File: config.mk
export PLATFORM = sky130hd
export DESIGN_NAME = subway_out_sequencer
export DESIGN_NICKNAME = d
export VERILOG_FILES = /design/src/rtl/subway_out_sequencer.sv
export SDC_FILE = /design/constraint.sdc
export NUM_CORES = 1
export LEC_CHECK = 0
export CAP_MARGIN = 20
export CORE_ASPECT_RATIO = 0.9
export CORE_MARGIN = 5
export CORE_UTILIZATION = 35
export CTS_CLUSTER_SIZE = 12
export DETAILED_ROUTE_END_ITERATION = 12
export GPL_TIMING_DRIVEN = 0
export PLACE_DENSITY = 0.52
export SLEW_MARGIN = 5
export SYNTH_ARGS = -nofsm -noshare
export SYNTH_HDL_FRONTEND = slang
export SYNTH_SLANG_ARGS = --single-unit
File: constraint.sdc
create_clock -name clk -period 2.4 [get_ports clk]
set_input_delay 0.24 -clock clk [delete_from_list [all_inputs] [get_ports clk]]
set_output_delay 0.24 -clock clk [all_outputs]
set_load 0.05 [all_outputs]
File: src/rtl/subway_out_sequencer.sv
// Output-side move sequencer: buffers planner moves for one frame and replays them
// as a single contiguous out_valid burst, with an output-latency watchdog.
module subway_out_sequencer #(
    parameter int unsigned NUM_MOVES = 63,
    parameter int unsigned TIMEOUT   = 3000,
    parameter int unsigned CNT_W     = 12
) (
    input  logic       clk,
    input  logic       rst,
    input  logic       in_valid,
    input  logic       mv_valid,
    input  logic [1:0] mv_data,
    output logic       mv_ready,
    output logic       out_valid,
    output logic [1:0] out,
    output logic       busy,
    output logic       timeout
);

    localparam int unsigned PTR_W = 6;
    localparam int unsigned DEPTH = 64;

    typedef enum logic [1:0] {
        IDLE    = 2'd0,
        COLLECT = 2'd1,
        HOLD    = 2'd2,
        EMIT    = 2'd3
    } state_t;

    state_t           state;
    logic [PTR_W-1:0] wr_ptr;
    logic [PTR_W-1:0] rd_ptr;
    logic [CNT_W-1:0] lat_cnt;
    logic [1:0]       move_mem [DEPTH];

    logic             accept;
    logic             last_accept;
    logic             lat_expire;
    logic             go_emit;
    logic             go_hold;
    logic [1:0]       first_move;
    logic [1:0]       next_move;

    // Handshake, transition qualifiers and buffer read paths
    always_comb begin
        mv_ready    = (state == COLLECT) && (wr_ptr < PTR_W'(NUM_MOVES));
        accept      = mv_valid && mv_ready;
        last_accept = accept && (wr_ptr == PTR_W'(NUM_MOVES - 1));
        lat_expire  = !in_valid && (lat_cnt == CNT_W'(TIMEOUT - 1));
        go_emit     = ((state == COLLECT) && last_accept && !in_valid) ||
                      ((state == HOLD) && !in_valid);
        go_hold     = (state == COLLECT) && last_accept && in_valid;
        // Forward the incoming move when slot 0 is written on the same edge
        first_move  = (accept && (wr_ptr == '0)) ? mv_data : move_mem[0];
        next_move   = move_mem[rd_ptr + PTR_W'(1)];
    end

    // Move buffer; contents are don't-care until written, so no reset
    always_ff @(posedge clk) begin
        if (accept) begin
            move_mem[wr_ptr] <= mv_data;
        end
    end

    // Frame FSM with registered pin outputs
    always_ff @(posedge clk or posedge rst) begin
        if (rst) begin
            state     <= IDLE;
            wr_ptr    <= '0;
            rd_ptr    <= '0;
            lat_cnt   <= '0;
            out_valid <= 1'b0;
            out       <= 2'd0;
            busy      <= 1'b0;
            timeout   <= 1'b0;
        end else begin
            timeout <= 1'b0;
            if (accept) begin
                wr_ptr <= wr_ptr + PTR_W'(1);
            end
            case (state)
                IDLE: begin
                    if (in_valid) begin
                        state   <= COLLECT;
                        busy    <= 1'b1;
                        wr_ptr  <= '0;
                        rd_ptr  <= '0;
                        lat_cnt <= '0;
                    end
                end
                COLLECT, HOLD: begin
                    lat_cnt <= in_valid ? '0 : lat_cnt + CNT_W'(1);
                    // A final handshake wins over a coincident watchdog expiry
                    if (go_emit) begin
                        state     <= EMIT;
                        out_valid <= 1'b1;
                        out       <= first_move;
                        rd_ptr    <= '0;
                    end else if (go_hold) begin
                        state <= HOLD;
                    end else if (lat_expire) begin
                        state   <= IDLE;
                        busy    <= 1'b0;
                        timeout <= 1'b1;
                    end
                end
                EMIT: begin
                    // in_valid is deliberately ignored here
                    if (rd_ptr == PTR_W'(NUM_MOVES - 1)) begin
                        state     <= IDLE;
                        busy      <= 1'b0;
                        out_valid <= 1'b0;
                        out       <= 2'd0;
                    end else begin
                        rd_ptr <= rd_ptr + PTR_W'(1);
                        out    <= next_move;
                    end
                end
                default: begin
                    state <= IDLE;
                    busy  <= 1'b0;
                end
            endcase
        end
    end

endmodule

Word level (Yosys, flattened, before mapping)
Memory sizes are Yosys's and may differ from the RTL's.
Cells that the tools add are included.
{"block": "word_totals", "regBits": 31, "mem_bits_rw": 128, "memories": 1}
{"name": "move_mem", "words": 64, "width": 2, "rd": 2, "rd_ports_with_merged_regs": 0, "wr": 1, "line_no": "34", "text": "logic [1:0] move_mem [DEPTH];"}
{"block": "op_classes", "mux": 34, "n_reduce_logical": 22, "add_sub_neg": 3, "magnitude_cmp": 1, "n_eq_ne": 14}
{"operator": "$mux W6", "count": 6}
{"operator": "$mux W12", "count": 2}
{"operator": "$pmux W12 S2", "count": 1}
{"operator": "$pmux W6 S3", "count": 1}
{"operator": "$mux W2", "count": 8}
{"operator": "$ne A2 B2 Y1 const B", "count": 7}
{"operator": "$add A12 B1 Y12 const B", "count": 1}
{"operator": "$add A6 B1 Y6 const B", "count": 2}
{"operator": "$eq A12 B12 Y1 const B", "count": 1}
{"operator": "$eq A6 B6 Y1 const B", "count": 2}
{"operator": "$mux W1", "count": 12}
{"operator": "$logic_and A1 B1 Y1", "count": 9}
{"operator": "$reduce_and A3 Y1", "count": 3}
{"operator": "$logic_not A6 Y1", "count": 1}
{"operator": "$lt A6 B6 Y1 const B", "count": 1}
{"operator": "$pmux W2 S3", "count": 1}
{"operator": "$reduce_and A5 Y1", "count": 1}
{"operator": "$eq A2 B2 Y1 const B", "count": 2}
{"operator": "$ne A4 B4 Y1 const B", "count": 1}
{"operator": "$pmux W2 S2", "count": 1}
{"operator": "$reduce_and A2 Y1", "count": 2}
{"operator": "$reduce_bool A2 Y1", "count": 2}
{"operator": "$pmux W1 S3", "count": 1}
{"operator": "$eq A2 B1 Y1 const B", "count": 1}
{"operator": "other kinds (5)", "count": 5}

Longest topological paths before layout
Gate-level depths: netlist of the first run.
{"block": "depth", "depth_word": 9, "mapped_depth": 11, "ltp_nobuf": 8}

Least setup slack after synthesis of the first run
Ideal clock, no wire load.
{"block": "synth_timing", "path_kind": "flip-flop to flip-flop", "start": "register rd_ptr[0]", "end": "register out[1]", "period_less_slack_ps": 2521, "setup_time_ps": 146, "path_slack_ps": -121, "stages_incl_launch_ff": 11, "arrival_ps": 2375, "path_cell_list": "dfrtp_1 -> buf_2 -> buf_2 -> inv_1 -> ha_1 -> clkbuf_1 -> buf_2 -> mux4_2 -> mux2_2 -> o2111ai_1 -> a41oi_2"}
{"block": "synth_via", "elab_chain_len": 4, "elab_cells_between_ends": 5}
{"element": "start: declaration", "line_no": "32", "text": "logic [PTR_W-1:0] rd_ptr;"}
{"element": "start signal: assignment", "line_no": "115", "text": "rd_ptr <= rd_ptr + PTR_W'(1);"}
{"element": "$add A6 B1 Y6", "line_no": "55", "text": "next_move = move_mem[rd_ptr + PTR_W'(1)];"}
{"element": "$mem_v2 Z64 W2"}
{"element": "$mux W2 (*)", "line_no": "109", "text": "if (rd_ptr == PTR_W'(NUM_MOVES - 1)) begin"}
{"element": "$pmux W2 S2 (*)", "line_no": "81", "text": "case (state)"}
{"element": "end signal: assignment", "line_no": "97", "text": "out <= first_move;"}
{"element": "end signal: assignment", "line_no": "116", "text": "out <= next_move;"}
{"element": "end: declaration", "line_no": "15", "text": "output logic [1:0] out,"}
Every way passes the cells marked *; elsewhere a longest branch is shown, timed or not.
A chain may end at the register's enable or synchronous reset.

Final worst setup path of the first run
{"block": "layout_timing", "start": "register state[1]", "end": "memory move_mem[46][0], enable pin"}
{"block": "layout_via", "elab_chain_len": 5}
{"element": "start: declaration", "line_no": "30", "text": "state_t state;"}
{"element": "start signal: assignment", "line_no": "68", "text": "state <= IDLE;"}
{"element": "start signal: assignment", "line_no": "84", "text": "state <= COLLECT;"}
{"element": "start signal: assignment", "line_no": "95", "text": "state <= EMIT;"}
{"element": "$eq A2 B1 Y1", "line_no": "46", "text": "mv_ready = (state == COLLECT) && (wr_ptr < PTR_W'(NUM_MOVES));"}
{"element": "$logic_and A1 B1 Y1", "line_no": "46"}
{"element": "$logic_and A1 B1 Y1", "line_no": "47", "text": "accept = mv_valid && mv_ready;"}
{"element": "$mux W1", "line_no": "60", "text": "if (accept) begin"}
{"element": "$mux W1 (not written as such)", "line_no": "61", "text": "move_mem[wr_ptr] <= mv_data;"}
{"element": "end: declaration", "line_no": "34"}
No other way between the ends.

==> out/qor.yml, run 1 <==
sta:
  worst_hold_slack_ns: 0.201
  final_period_util: 0.986
  timing.final.setup_violations: 0
  max_slew.worst_pin.slew_ns: 0.710
  setup_repair_after_global_routing_missed_its_margin: "true"
  finClkSkew_ns: 0.0113
  clock.fmax_mhz: 423
  tns_ns: 0
  finalCriticalPeriod_ns: 2.37
  final.setup.worst_slack_ns: 0.0332
  maxSlewHeadroom: 0.526
  final_max_slew_viol_count: 0
  hold_violations: 0
outcome:
  status: "completed"
layout:
  layout-drive-gt1-share: 0.228
  final_util: 0.416
  flow.area_growth_from_synthesis_pct: 18.3
  filler_cell_count: 1897
  design.final.nets: 583
  number_of_antenna_diodes: 0
drt:
  drc: 0
  detailedRoute.firstPassIterationCount: 5
  wl_per_cell_um: 19.7
  drt_iter0_drc: 564
  postRouteWirelength_um: 16500
  drtAntennaViolNets: 0
  num_vias: 4425
  vias_per_cell: 5.27
flow_run:
  max-cap-violations: 0
clock_network:
  cts_root_cell: "clkbuf_16"
  cts_clock_pin_slew_for_the_worst_setup_and_hold_paths_ns: 0.07
  clk_latency_ns: 0.43
  tritoncts_num_sinks: 159
  cts_buffer_depth: 2
  number_of_buffers_added_by_the_clock_tree_synthesis_step: 17
  h_tree_depth: 4
  tritoncts: "done"
synthesis:
  yosys.area_share.adder: 0.0172
  largest_area_contributor_in_the_synthesized_netlist: "edfxtp_1"
  synthesis.instances: 523
  ys_ff_latch: 159
  synthXorXnorAreaFrac: 0.0158
  synth_top_flop_cell: "edfxtp_1"
  top_cell_type_s_share_of_synthesized_area: 0.529
  synthMostInstantiatedCell: "edfxtp_1"
  postSynth.asyncResetShare: 0.195
  post_synth_and_or_nand_nor_area_fraction: 0.120
  synth_common_cells: "128 x edfxtp_1, 93 x nor2_1, 47 x nand2_1"
  post_synthesis_compound_gate_area_fraction: 0.0577
  syn-cell-area_um2: 7270
  share_of_cell_area_taken_by_muxes_after_synthesis: 0.126
  yosysUniqueCellTypes: 62
  post_synth_edffs: 128
  ys_seq_area_frac: 0.636
  synth-warning-count: 0
  synth_top_family_by_area: "multiplexers"
  synthesis.area_per_instance_um2: 13.9
  post_synthesis_net_count: 539
  largest_cells_by_area_after_synthesis: "edfxtp_1 53%, dfrtp_1 11%, mux4_2 9.3%"
placed_design:
  numPortBuffers: 11
  hpwl_um: 11100
  gp_congestion: 0.786
  preCtsSetupSlack_ns: -0.526
setup_path:
  r2r_slack_ns: 0.03
  cp.arrival_ns: 2.47
  crit-reg2reg-launch: "state[1]$_DFFE_PP0P_"
  setup.worst_path.class: "flop to flop"
  cp-start-kind: "flop"
  r2r_cells: 7
  critical_path.reg2reg.endpoint: "move_mem[46][0]$_DFFE_PP_"
  cp_max_stage_cell: "nand2_1"
  critical_path_capture_point_type: "flop"
  critPathBufInv: 2
  crit_path_max_fanout: 8
  required_ns: 2.50
  worst_path_dominant_cell_family: "simple AND/OR/NAND/NOR gates"
  cp_num_cells: 7
  timing.critical_path.cells: "inv_1, ha_1, and3_1, and2_1, clkbuf_1, nand2_1, nor2_1"
  worst_path_largest_cell_delay_ns: 0.42
power:
  power_density_nw_per_um2: 757
  power.total_uw: 6510
  p_leak_uw: 0.00291
  ir_drop_mv: 0.437
global_routing:
  grt_pass1_vias: 4561
  wire_length_of_the_first_global_routing_pass_um: 26400
  grt_start_max_net_pins: 54
  grtUsageTotal: 0.146
  grt_antenna_before_repair: 0
  grt_overflow_total: 0
die:
  ioPinCount: 12
  count_of_standard_cell_rows: 50
  die_h_um: 147
  initial_core_util: 0.352
  die_area_um2: 23700
  core_area_um2: 20600
  die-width_um: 162
min_path:
  hold_end: "move_mem[38][0]$_DFFE_PP_"
  min-delay-path-class: "input pin to flop"
  hold_sp: "mv_data[0]"
  worstHoldPathCells: 1
-- layout make-up --
class                           instances  area (um2)  share of cell area
Tap cell                              260         325              0.0379
Timing Repair Buffer                   25         264              0.0307
Buffer                                 27         220              0.0256
Inverter                               15        60.1             0.00699
Multi-Input combinational cell        322        2530               0.295
Sequential cell                       159        4620               0.538
Clock inverter                         15         145              0.0169
Clock buffer                           17         425              0.0495
-- cells in the final DEF (no fill, tap or decap), types with 4 or more instances in the layout --
cell type        instances
clkbuf_1                10
xnor2_1                  4
buf_6                    5
clkbuf_16               17
nor2_1                  92
nand2_1                 46
xor2_1                   6
clkdlybuf4s50_1          8
ha_1                     9
o21ai_0                 13
edfxtp_1               128
mux2_2                   4
buf_4                   11
nand4_1                  5
nor2b_1                  5
buf_12                   4
nand3_1                 12
inv_6                    6
mux2i_1                  4
a21oi_1                  8
inv_1                   13
dfrtp_1                 30
buf_2                    8
mux4_2                  32
-- layer usage --
layer | global-route usage | vias up | routed length (um) | share of wire
met5 | 0 | - | 0 | 0
met4 | 0.0427 | 0 | 217 | 0.013
li1 | - | 2056 | - | -
met2 | 0.227 | 105 | 7930 | 0.48
met1 | 0.201 | 2242 | 7580 | 0.46
met3 | 0.0401 | 22 | 817 | 0.049
-- sequential cells by signal, summed over array words and instances, names as in the netlist --
name       cells
state          2
wr_ptr         6
out_valid      1
busy           1
lat_cnt       12
move_mem     128
timeout        1
rd_ptr         6
out            2
-- timing repair --
action | in CTS | in global routing
setup buffers | 6 | 5
resized for setup | 30 | 12
setup endpoints to repair | 20 | 55
pin swaps | 3 | 4
hold buffers | 0 | 0
-- cell families (layout without fill, tap and decap cells) --
kind of cell / count (synthesis) / in the layout
DFF: 159 / 159
muxes: 49 / 49
and+or+nand+nor: 193 / 193
AOI/OAI and AO/OA: 59 / 59
adders and majority gates: 10 / 10
xor gates and xnor gates: 11 / 11
buffers and inverters: 42 / 99
-- worst max-delay path by stage --
stage	end	slack, ns	start
after floorplan	out[1]$_DFFE_PP0P_	0.06	rd_ptr[0]$_DFFE_PP0P_
after global placement	out[0]$_DFFE_PP0P_	-0.69	mv_data[0]
after detailed placement	out[1]$_DFFE_PP0P_	-0.53	rd_ptr[0]$_DFFE_PP0P_
after CTS	out[1]$_DFFE_PP0P_	0.0004	rd_ptr[1]$_DFFE_PP0P_
after global routing	move_mem[20][1]$_DFFE_PP_	-0.11	state[1]$_DFFE_PP0P_
final	move_mem[46][0]$_DFFE_PP_	0.03	state[1]$_DFFE_PP0P_
-- metrics by stage --
| stage | instance area (um2) | instances |
|---|---|---|
| global placement | 7710 | 794 |
| finish | 8590 | 840 |
| global route | 8590 | 840 |
| floorplan | 7280 | 523 |
| detailed placement | 7780 | 797 |
| CTS | 8520 | 835 |
-- power by group --
group / internal (uW) / switching [uW]
registers: 3050 / 77.7
logic: 246 / 515
clock network: 1380 / 1230
Power figures use the tool's default switching activity.
==> run 2, diff against run 1 <==
==> constraint.sdc (replaced) <==
create_clock -name clk -period 2.4 [get_ports clk]
set_input_delay 0.24 -clock clk [delete_from_list [all_inputs] [get_ports clk]]
set_output_delay 0.24 -clock clk [all_outputs]
set_load 0.01 [all_outputs]
==> out/qor.yml, run 2 (synthesis results as in run 1) <==
power:
  power.total_uw: 6460  # -0.71%
  power_density_nw_per_um2: 751  # -0.72%
  ir_drop_mv: 0.438  # +0.33%
  p_leak_uw: 0.00292  # +0.33%
sta:
  maxSlewHeadroom: 0.526  # about the same
  hold_violations: 0  # unchanged
  max_slew.worst_pin.slew_ns: 0.711  # +0.000401 ns
  final.setup.worst_slack_ns: 0.0379  # +0.00469 ns
  setup_repair_after_global_routing_missed_its_margin: "true"
  final_max_slew_viol_count: 0  # unchanged
  finalCriticalPeriod_ns: 2.36  # -0.00469 ns
  final_period_util: 0.984  # -0.00195
  finClkSkew_ns: 0.0113  # -0.0000164 ns
  timing.final.setup_violations: 0  # unchanged
  clock.fmax_mhz: 423  # +0.20%
layout:
  number_of_antenna_diodes: 0  # unchanged
  flow.area_growth_from_synthesis_pct: 18.3  # about the same
  post_layout_nonfiller_instances: 840  # unchanged
  largest_register_ff_count: 128  # unchanged
  mostFrequentLayoutCell: "edfxtp_1"
  final_instance_area_um2: 8600  # about the same
  design.final.nets: 583  # unchanged
  filler_cell_count: 1897  # unchanged
  multiInputGateArea_um2: 2530  # unchanged
  seq_area_um2: 4620  # about the same
  layout-drive-gt1-share: 0.229  # +0.00172
  regMostFlops: "move_mem"
  final_util: 0.416  # about the same
  largest_registers: "move_mem: 128 flops, lat_cnt: 12 flops"
  most_frequent_cells_in_the_layout: "128 x edfxtp_1, 92 x nor2_1, 45 x nand2_1"
setup_path:
  r2r_cells: 10  # +3
  r2r_slack_ns: 0.04  # about the same
  worst_setup_path_endpoint: "out[1]$_DFFE_PP0P_"
  cp-start-kind: "flop"
  critical_path.reg2reg.endpoint: "out[1]$_DFFE_PP0P_"
  setup.worst_path.class: "flop to flop"
  worst_path_largest_cell_delay_ns: 0.37  # -0.05 ns
  critical_path_capture_point_type: "flop"
  crit_path_max_fanout: 10  # +2
  cp.arrival_ns: 2.64  # +0.17 ns
  crit_start: "rd_ptr[0]$_DFFE_PP0P_"
  crit-reg2reg-launch: "rd_ptr[0]$_DFFE_PP0P_"
  required_ns: 2.68  # +0.18 ns
  timing.critical_path.cells: "buf_6, buf_12, clkinvlp_4, ha_1, clkbuf_8, buf_8, mux4_2, mux2_2, o2111ai_2, a41oi_2"
  cp_max_stage_cell: "dfrtp_1"
die:
  core_area_um2: 20600  # unchanged
  ioPinCount: 12  # unchanged
  initial_core_util: 0.352  # unchanged
  die_h_um: 147  # unchanged
  die-width_um: 162  # unchanged
  die_area_um2: 23700  # unchanged
  count_of_standard_cell_rows: 50  # unchanged
flow_run:
  max-cap-violations: 0  # unchanged
clock_network:
  cts_hold_fix_bufs: 0  # unchanged
  number_of_buffers_added_by_the_clock_tree_synthesis_step: 17  # unchanged
  tritoncts_num_sinks: 159  # unchanged
  h_tree_depth: 4  # unchanged
  clk_latency_ns: 0.43  # about the same
  cts_buffer_depth: 2  # unchanged
  cts_root_cell: "clkbuf_16"
  cts_clock_pin_slew_for_the_worst_setup_and_hold_paths_ns: 0.07  # about the same
  tritoncts: "done"
drt:
  postRouteWirelength_um: 16600  # +0.20%
  drt_iter0_drc: 571  # +1.2%
  detailedRoute.firstPassIterationCount: 4  # -1
  vias_per_cell: 5.21  # -1.2%
  drc: 0  # unchanged
  wl_per_cell_um: 19.7  # +0.20%
  drtAntennaViolNets: 0  # unchanged
  num_vias: 4374  # -1.2%
global_routing:
  wire_length_of_the_first_global_routing_pass_um: 26400  # about the same
  grt_start_max_net_pins: 54  # unchanged
  grt_pass1_vias: 4570  # +0.20%
  grtUsageTotal: 0.146  # about the same
  grt_antenna_before_repair: 0  # unchanged
  grt_overflow_total: 0  # unchanged
placed_design:
  gp_congestion: 0.786  # unchanged
  numPlacedInstances: 797  # unchanged
  place_area_um2: 7780  # unchanged
  preCtsSetupSlack_ns: -0.526  # unchanged
  numPortBuffers: 11  # unchanged
  hpwl_um: 11100  # unchanged
outcome:
  status: "completed"
min_path:
  min-delay-path-class: "input pin to flop"
run 2: cell types whose count changed in the layout (fill, tap and decap cells not counted), sizes merged:
cell	before	now
dlygate4sd2	1	0
dlymetal6s2s	0	1
run 2: worst min-delay path by stage:
stage | from | end | slack [ns] | depth (start not counted)
4_1_cts | mv_data[0] | move_mem[38][0]$_DFFE_PP_ | 0.20 | 1
2_1_floorplan | in_valid | lat_cnt[0]$_DFFE_PP0P_ | 0.33 | 1
3_5_place_dp | busy$_DFFE_PP0P_ | busy$_DFFE_PP0P_ | 0.50 | 1
5_1_grt | mv_data[0] | move_mem[36][0]$_DFFE_PP_ | 0.20 | 1
6_report | mv_data[0] | move_mem[38][0]$_DFFE_PP_ | 0.20 | 1
3_3_place_gp | busy$_DFFE_PP0P_ | busy$_DFFE_PP0P_ | 0.50 | 1
run 2: power by group:
| group | switching (uW) | internal [uW] |
|---|---|---|
| logic | 466 | 250 |
| registers | 77.7 | 3060 |
| clock network | 1230 | 1380 |
run 2: through the flow:
stage | hold WS [ns] | setup TNS, ns
floorplan | 0.329 | 0
CTS | 0.197 | -0.00356
global placement | 0.498 | -55.11
global route | 0.198 | -3.00
detailed placement | 0.500 | -5.59
finish | 0.200 | 0
run 2: final cells by class:
| cell class | count | share of cell area |
|---|---|---|
| Sequential cell | 159 | 0.538 |
| Clock inverter | 15 | 0.0169 |
| Tap cell | 260 | 0.0378 |
| Inverter | 15 | 0.00699 |
| Timing Repair Buffer | 25 | 0.0307 |
| Multi-Input combinational cell | 322 | 0.295 |
| Clock buffer | 17 | 0.0495 |
| Buffer | 27 | 0.0256 |
run 2: repair_timing:
action | 4_1_cts | 5_1_grt
gates resized for setup | 30 | 12
setup endpoints to repair | 19 | 56
setup buffers | 6 | 5
pin swaps | 3 | 2
run 2: worst max-delay path: cells and delay by family, from the launching register on:
family                     cells  cell delay, ns
AOI/OAI and AO/OA              2            0.29
DFF                            1            0.37
buffers and inverters          5            0.62
muxes                          2            0.64
adders and majority gates      1            0.28
run 2: per-layer routing:
layer / routed length, um / global-route usage / vias to the layer above
met2: 7900 / 0.227 / 90
met1: 7550 / 0.200 / 2205
met3: 915 / 0.0401 / 18
met4: 217 / 0.0431 / 0
li1: - / - / 2061
met5: 0 / 0 / -
